==> src/rtl/sa_pg_seq_pkg.sv <==
// Shared types, default parameters and counter sizing for the power-gating sequencer.
package sa_pg_pkg;

  typedef enum logic [2:0] {
    ST_ON,
    ST_ISO_ON,
    ST_PD_STEP,
    ST_PD_SETTLE,
    ST_OFF,
    ST_PU_STEP,
    ST_PU_SETTLE,
    ST_ISO_OFF
  } sa_pg_state_e;

  localparam int SA_PG_NUM_BANKS_DFLT = 4;
  localparam int SA_PG_STEP_CYC_DFLT  = 8;
  localparam int SA_PG_ISO_CYC_DFLT   = 2;

  // Wide enough to hold the longest phase length without wrapping.
  function automatic int sa_pg_cnt_w(input int step_cyc, input int iso_cyc);
    int m;
    m = (step_cyc > iso_cyc) ? step_cyc : iso_cyc;
    return $clog2(m + 1);
  endfunction

endpackage

==> src/rtl/sa_pg_seq_if.sv <==
// Request/ack handshake and power-control outputs of sa_pg_seq.
// Optional pg_force_on appears when SA_PG_SEQ_FORCE_ON_EN is defined.
interface sa_pg_seq_if #(
  parameter int NUM_BANKS = 4
);
  logic                 pg_req;
  logic                 pg_ack;
  logic                 pg_busy;
  logic                 iso_en;
  logic [NUM_BANKS-1:0] bank_pd_en;
`ifdef SA_PG_SEQ_FORCE_ON_EN
  logic                 pg_force_on;

  modport master (output pg_req, output pg_force_on,
                  input pg_ack, input pg_busy, input iso_en, input bank_pd_en);
  modport slave  (input pg_req, input pg_force_on,
                  output pg_ack, output pg_busy, output iso_en, output bank_pd_en);
`else
  modport master (output pg_req,
                  input pg_ack, input pg_busy, input iso_en, input bank_pd_en);
  modport slave  (input pg_req,
                  output pg_ack, output pg_busy, output iso_en, output bank_pd_en);
`endif
endinterface

==> src/rtl/sa_pg_seq_step_cnt.sv <==
// Loadable down-counter with zero flag; times every wait phase of the sequencer.
module sa_pg_step_cnt #(
  parameter int CNT_W = 4
) (
  input  logic             i_clk,
  input  logic             i_rstn,
  input  logic             i_load,
  input  logic [CNT_W-1:0] i_load_val,
  output logic             o_zero
);
  logic [CNT_W-1:0] r_cnt;

  // Holds at zero instead of wrapping.
  always_ff @(posedge i_clk) begin
    if (!i_rstn)              r_cnt <= '0;
    else if (i_load)          r_cnt <= i_load_val;
    else if (r_cnt != '0)     r_cnt <= r_cnt - 1'b1;
  end

  assign o_zero = (r_cnt == '0);

endmodule

==> src/rtl/sa_pg_seq.sv <==
// Power-gating sequencer: staggers bank sleep enables and isolation around a level request.
// Optional macro SA_PG_SEQ_FORCE_ON_EN adds pg_force_on, which holds the block in ON.
module sa_pg_seq
  import sa_pg_pkg::*;
#(
  parameter int NUM_BANKS = SA_PG_NUM_BANKS_DFLT,
  parameter int STEP_CYC  = SA_PG_STEP_CYC_DFLT,
  parameter int ISO_CYC   = SA_PG_ISO_CYC_DFLT
) (
  input  logic        autosa_core_clk,
  input  logic        autosa_core_rstn,
  sa_pg_seq_if.slave  bus
);
  localparam int CNT_W = sa_pg_cnt_w(STEP_CYC, ISO_CYC);
  localparam int IDX_W = (NUM_BANKS > 1) ? $clog2(NUM_BANKS) : 1;
  localparam logic [CNT_W-1:0] STEP_LD = CNT_W'(STEP_CYC - 1);
  localparam logic [CNT_W-1:0] ISO_LD  = CNT_W'(ISO_CYC - 1);

  sa_pg_state_e         r_state, w_state_nxt;
  logic [IDX_W-1:0]     r_idx, w_idx_nxt;
  logic                 w_cnt_load, w_cnt_zero, w_force;
  logic [CNT_W-1:0]     w_cnt_val;
  logic                 r_iso_en, r_busy, r_ack;
  logic [NUM_BANKS-1:0] r_bank;
  logic                 w_iso_nxt, w_busy_nxt, w_ack_nxt;
  logic [NUM_BANKS-1:0] w_bank_nxt;

`ifdef SA_PG_SEQ_FORCE_ON_EN
  assign w_force = bus.pg_force_on;
`else
  assign w_force = 1'b0;
`endif

  sa_pg_step_cnt #(.CNT_W(CNT_W)) u_step_cnt (
    .i_clk      (autosa_core_clk),
    .i_rstn     (autosa_core_rstn),
    .i_load     (w_cnt_load),
    .i_load_val (w_cnt_val),
    .o_zero     (w_cnt_zero)
  );

  // Outputs are registered from the current state, so they trail the state by one edge.
  always_ff @(posedge autosa_core_clk) begin
    if (!autosa_core_rstn) begin
      r_state  <= ST_ON;
      r_idx    <= '0;
      r_iso_en <= 1'b0;
      r_busy   <= 1'b0;
      r_ack    <= 1'b0;
      r_bank   <= '0;
    end else begin
      r_state  <= w_state_nxt;
      r_idx    <= w_idx_nxt;
      r_iso_en <= w_iso_nxt;
      r_busy   <= w_busy_nxt;
      r_ack    <= w_ack_nxt;
      r_bank   <= w_bank_nxt;
    end
  end

  // The last bank edge enters the settle state directly; its dwell is the settle time.
  always_comb begin
    w_state_nxt = r_state;
    w_idx_nxt   = r_idx;
    w_cnt_load  = 1'b0;
    w_cnt_val   = STEP_LD;
    case (r_state)
      ST_ON: if (bus.pg_req && !w_force) begin
        w_state_nxt = ST_ISO_ON;
        w_cnt_load  = 1'b1;
        w_cnt_val   = ISO_LD;
      end
      ST_ISO_ON: if (w_cnt_zero) begin
        w_cnt_load  = 1'b1;
        w_idx_nxt   = '0;
        w_state_nxt = (NUM_BANKS == 1) ? ST_PD_SETTLE : ST_PD_STEP;
      end
      ST_PD_STEP: if (w_cnt_zero) begin
        w_cnt_load = 1'b1;
        if (int'(r_idx) == NUM_BANKS - 2) w_state_nxt = ST_PD_SETTLE;
        else                              w_idx_nxt   = r_idx + 1'b1;
      end
      ST_PD_SETTLE: if (w_cnt_zero) w_state_nxt = ST_OFF;
      ST_OFF: if (!bus.pg_req) begin
        w_cnt_load  = 1'b1;
        w_idx_nxt   = IDX_W'(NUM_BANKS - 1);
        w_state_nxt = (NUM_BANKS == 1) ? ST_PU_SETTLE : ST_PU_STEP;
      end
      ST_PU_STEP: if (w_cnt_zero) begin
        w_cnt_load = 1'b1;
        if (int'(r_idx) == 1) w_state_nxt = ST_PU_SETTLE;
        else                  w_idx_nxt   = r_idx - 1'b1;
      end
      ST_PU_SETTLE: if (w_cnt_zero) begin
        w_cnt_load  = 1'b1;
        w_cnt_val   = ISO_LD;
        w_state_nxt = ST_ISO_OFF;
      end
      ST_ISO_OFF: if (w_cnt_zero) w_state_nxt = ST_ON;
      default: w_state_nxt = ST_ON;
    endcase
  end

  always_comb begin
    w_iso_nxt  = 1'b1;
    w_busy_nxt = 1'b1;
    w_ack_nxt  = r_ack;
    w_bank_nxt = '0;
    case (r_state)
      ST_ON: begin
        w_iso_nxt  = 1'b0;
        w_busy_nxt = 1'b0;
        w_ack_nxt  = 1'b0;
      end
      ST_ISO_OFF: w_iso_nxt = 1'b0;
      ST_OFF: begin
        w_busy_nxt = 1'b0;
        w_ack_nxt  = 1'b1;
        w_bank_nxt = '1;
      end
      ST_PD_SETTLE: w_bank_nxt = '1;
      ST_PD_STEP: for (int k = 0; k < NUM_BANKS; k++) w_bank_nxt[k] = (k <= int'(r_idx));
      ST_PU_STEP: for (int k = 0; k < NUM_BANKS; k++) w_bank_nxt[k] = (k < int'(r_idx));
      default: ;
    endcase
  end

  assign bus.pg_ack     = r_ack;
  assign bus.pg_busy    = r_busy;
  assign bus.iso_en     = r_iso_en;
  assign bus.bank_pd_en = r_bank;

endmodule

==> src/flat_wrapper.sv <==
// flat-port wrapper written by rule: the top's interface ports become plain ports
module sa_pg_seq_flat import sa_pg_pkg::*;
#(
  parameter int NUM_BANKS = SA_PG_NUM_BANKS_DFLT,
  parameter int STEP_CYC  = SA_PG_STEP_CYC_DFLT,
  parameter int ISO_CYC   = SA_PG_ISO_CYC_DFLT
)
  (autosa_core_clk, autosa_core_rstn, bus_pg_req, bus_pg_ack, bus_pg_busy, bus_iso_en, bus_bank_pd_en);
  sa_pg_seq_if #(.NUM_BANKS(NUM_BANKS)) bus_i ();
  input  logic autosa_core_clk;
  input  logic autosa_core_rstn;
  input wire logic [$bits(bus_i.pg_req)-1:0] bus_pg_req;
  output wire logic [$bits(bus_i.pg_ack)-1:0] bus_pg_ack;
  output wire logic [$bits(bus_i.pg_busy)-1:0] bus_pg_busy;
  output wire logic [$bits(bus_i.iso_en)-1:0] bus_iso_en;
  output wire logic [$bits(bus_i.bank_pd_en)-1:0] bus_bank_pd_en;
  assign bus_i.pg_req = bus_pg_req;
  assign bus_pg_ack = bus_i.pg_ack;
  assign bus_pg_busy = bus_i.pg_busy;
  assign bus_iso_en = bus_i.iso_en;
  assign bus_bank_pd_en = bus_i.bank_pd_en;
  sa_pg_seq #(.NUM_BANKS(NUM_BANKS), .STEP_CYC(STEP_CYC), .ISO_CYC(ISO_CYC)) u_core (.autosa_core_clk(autosa_core_clk), .autosa_core_rstn(autosa_core_rstn), .bus(bus_i));
endmodule
==> config.mk <==
export PLATFORM = sky130hd
export DESIGN_NAME = sa_pg_seq_flat
export DESIGN_NICKNAME = d
export VERILOG_FILES = /design/src/rtl/sa_pg_seq_pkg.sv /design/src/rtl/sa_pg_seq_if.sv /design/src/rtl/sa_pg_seq_step_cnt.sv /design/src/rtl/sa_pg_seq.sv /design/src/flat_wrapper.sv
export SDC_FILE = /design/constraint.sdc
export NUM_CORES = 1
export LEC_CHECK = 0
export ABC_AREA = 1
export BUFFER_PORTS_ARGS = -buffer_cell sky130_fd_sc_hd__buf_2
export CORE_MARGIN = 2
export CORE_UTILIZATION = 57
export DETAILED_ROUTE_END_ITERATION = 16
export PLACE_DENSITY_LB_ADDON = 0.15
export SLEW_MARGIN = 25
export SYNTH_ARGS = -nofsm -noshare
export SYNTH_HDL_FRONTEND = slang
export SYNTH_HIERARCHICAL = 1
export SYNTH_SLANG_ARGS = --single-unit
==> constraint.sdc <==
create_clock -name autosa_core_clk -period 2.8 [get_ports autosa_core_clk]
set_clock_uncertainty 0.2 [all_clocks]
set_input_delay 0.56 -clock autosa_core_clk [delete_from_list [all_inputs] [get_ports autosa_core_clk]]
set_output_delay 0.56 -clock autosa_core_clk [all_outputs]
set_load 0.005 [all_outputs]
==> results by group <==
Placement
  • Final HPWL DP: 1.733 mm
  • Port Buf Inserts: 9
  • Placed cell areas: 1079 um^2
  • GPL Wtd Cong: 0.9332

STA
  • Max-slew violation count: 0
  • Setup tns final: 0 ns
  • Max Freq: 415.3 MHz
  • Final Hold Vio Count: 0
  • Final setup vio count: 0
  • Unrepaired setup endpoints after global routing: false
  • Period minus WS final: 2.408 ns
  • Part of the cycle the worst path needs: 85.99%

Critical path
  • R2R Setup Slk: 0.39 ns
  • R2r worst-path depth: 12
  • Reg-to-Reg Start: u_core/u_step_cnt/r_cnt[0]
  • Reg2reg end: u_core/u_step_cnt/r_cnt[3]
  • WP buf/inv: 4
  • Crit path cell chain: inv_1, ha_1, nand2_1, nor2_1, inv_1, o22ai_1, nor2_1, inv_1, inv_2, or2_0, nand3_1, nor2_1
  • Setup CP Type: reg -> reg
  • CP delay by family, top: simple AND/OR/NAND/NOR gates
  • CP arrival: 2.40 ns
  • CP max stage delay: 0.34 ns
  • Req. time, crit path: 2.79 ns
  • CP Launch Type: register
  • Capturing element type of the critical path: register
  • Setup crit start: u_core/u_step_cnt/r_cnt[0]
  • CP max FO: 6
  • Worst path slowest cell: dfxtp_1

Floorplan
  • Die area: 2163 um^2
  • FP Rows: 15
  • Die Wd: 46.51 um
  • Core area: 1708 um^2
  • Initial Utilization: 60.29%
  • Die Ht: 46.51 um
  • Ports: 10

Global route
  • Initial antenna violation count: 0
  • First-pass GRT wire length: 3.615 mm
  • Tot GR Track Use: 24.10%
  • Largest net degree at the start of global routing: 14
  • Number of global-route vias before repair: 871
  • Aggregate global routing overflow: 0

Drt
  • Drt pass-1 iters: 4
  • Routed WL per cell: 11.64 um
  • Drt initial violations: 36
  • Drt total wl: 2.281 mm
  • Via density: 5.270
  • Drt drc: 0
  • DR vias: 1033
  • DRT antenna net count: 0

Yosys
  • Post-Synthesis Cells: 162
  • Post-synth ARST share: 0%
  • Top-area cell type share of the netlist area: 31.11%
  • Distinct cells, synth: 24
  • Netlist Area Pre-Place: 1030 um^2
  • EDFF count, synth: 0
  • Syn Area/Cell: 6.356 um^2
  • Synthesized flop and latch total: 16
  • Commonest cells post-synth: 37 x nand2_1, 29 x nor2_1, 22 x inv_1, 16 x dfxtp_1, 10 x nand3_1
  • Main synth FF type: dfxtp_1
  • Synth area leader: dfxtp_1
  • Sequential area share after synthesis: 31.11%
  • Syn nets: 170
  • Syn. warnings: 6
  • Top cells by area, synth: dfxtp_1 31%, nand2_1 13%, nor2_1 11%, inv_1 8.0%, ha_1 6.1%
  • Most common cell in the netlist: nand2_1

Min path
  • Hold path depth: 2
  • Hold Path End: u_core/bus.pg_ack
  • Hold_sp: u_core/bus.pg_ack
  • Class of the worst hold path: reg -> reg

CTS
  • Clock Path Buffers: 2
  • H-tree level count: 1
  • Clock transition at path regs: 0.09 ns
  • # hold bufs at CTS: 0
  • Root Driver: clkbuf_4
  • CTS tree: built
  • Clock sinks: 16
  • Post_cts resized: 0
  • Clk_lat worst skew: 0.29 ns
  • Post-CTS setup buffers: 0
  • TritonCTS Buffers: 3

Cells and area
  • Fillers: 172
  • # diodes: 0
  • Post-Layout Inst Area: 1101 um^2
  • Footprint of the multi-input gates: 591.8 um^2
  • Final net count: 181
  • Sequential cell area: 320.3 um^2
  • Area grow syn2layout: 6.926%
  • Share of layout cells above drive strength 1: 13.45%

Run status
  • Status: finished, final reports clean

Power and ir drop
  • Power per standard cell area: 1139 nW/um^2
  • Leak pwr: 0.5819 nW
  • Worst vdd ir: 0.0006886 V

Flow run
  • MaxCap Viol Count: 0
==> per-stage QoR <==
stage               cells  hold WS (ns)  worst slack (ns)  power [mW]  util (%)
floorplan             162        0.2709            0.8814      0.9653         -
global placement      193        0.2566            0.5838       1.099     63.15
detailed placement    193        0.2725            0.5241       1.122     63.15
CTS                   196        0.2915            0.4925       1.249     64.47
global route          196        0.3355            0.3157       1.379     64.47
finish                196        0.2862            0.3923       1.254     64.47
==> worst max-delay path by stage <==
stage	end	cells past startpoint	slack, ns
2_1_floorplan	u_core/u_step_cnt/r_cnt[3]	12	0.88
3_3_place_gp	u_core/u_step_cnt/r_cnt[3]	12	0.58
3_5_place_dp	u_core/u_step_cnt/r_cnt[3]	12	0.52
4_1_cts	u_core/u_step_cnt/r_cnt[3]	12	0.49
5_1_grt	u_core/u_step_cnt/r_cnt[3]	12	0.32
6_report	u_core/u_step_cnt/r_cnt[3]	12	0.39
==> metal layers <==
metal | vias to the layer above | share of wire, % | GRT usage (%)
met1 | 468 | 45 | 28.77
met3 | 6 | 4.9 | 5.490
met2 | 30 | 48 | 39.17
met5 | - | 0 | 0
li1 | 529 | - | -
met4 | 0 | 2.2 | 13.71
==> layout by cell type, fill, tap and decap left out, drive strengths merged <==
| cell type | synthesis | routed |
|---|---|---|
| nand2 | 38 | 38 |
| nor2 | 33 | 33 |
| inv | 24 | 24 |
| dfxtp | 16 | 16 |
| nand3 | 13 | 13 |
| o21ai | 10 | 10 |
| buf | 3 | 9 |
| a21oi | 8 | 8 |
| ha | 5 | 5 |
| clkbuf | 0 | 3 |
| nand4 | 3 | 3 |
| o211ai | 3 | 3 |
| conb | 2 | 2 |
| o22ai | 1 | 1 |
| nor3 | 1 | 1 |
| o221ai | 1 | 1 |
| or2 | 1 | 1 |
==> report_power, final <==
group	leakage (nW)	internal (mW)	switching (mW)
logic	0.436	0.262	0.482
clock network	0.0138	0.0500	0.0702
registers	0.132	0.309	0.0800
total	0.582	0.621	0.633
==> layout make-up <==
cell class	count	share of cell area, %
clock buffer	3	2.045
inverter	24	8.182
multi-input combinational	119	53.75
sequential	16	29.09
tap	25	2.841
timing repair buffer	9	4.091
==> flip-flops by register name, summed over array words and instances, names as in the netlist <==
register	cells
u_core/bus.bank_pd_en	4
u_core/bus.iso_en	1
u_core/bus.pg_ack	1
u_core/bus.pg_busy	1
u_core/r_idx	2
u_core/r_state	3
u_core/u_step_cnt/r_cnt	4
==> worst reg2reg max path, cell delays in order, from the launching register on <==
cell	delay, ns
dfxtp_1	0.34
inv_1	0.10
ha_1	0.27
nand2_1	0.10
nor2_1	0.33
inv_1	0.18
o22ai_1	0.17
nor2_1	0.06
inv_1	0.14
inv_2	0.09
or2_0	0.21
nand3_1	0.08
nor2_1	0.04
==> cell families (layout without fill, tap and decap cells) <==
logic type | Yosys count | after routing | share of synthesized area [%]
other | 2 | 2 | 0.7293
AO/OA/AOI/OAI | 23 | 23 | 12.88
flip-flops | 16 | 16 | 31.11
AND/OR/NAND/NOR | 89 | 89 | 37.79
adder cells (fa/ha/maj) | 5 | 5 | 6.075
buffers and inverters | 27 | 36 | 11.42
Note: power is estimated with default switching activity, not from simulation.
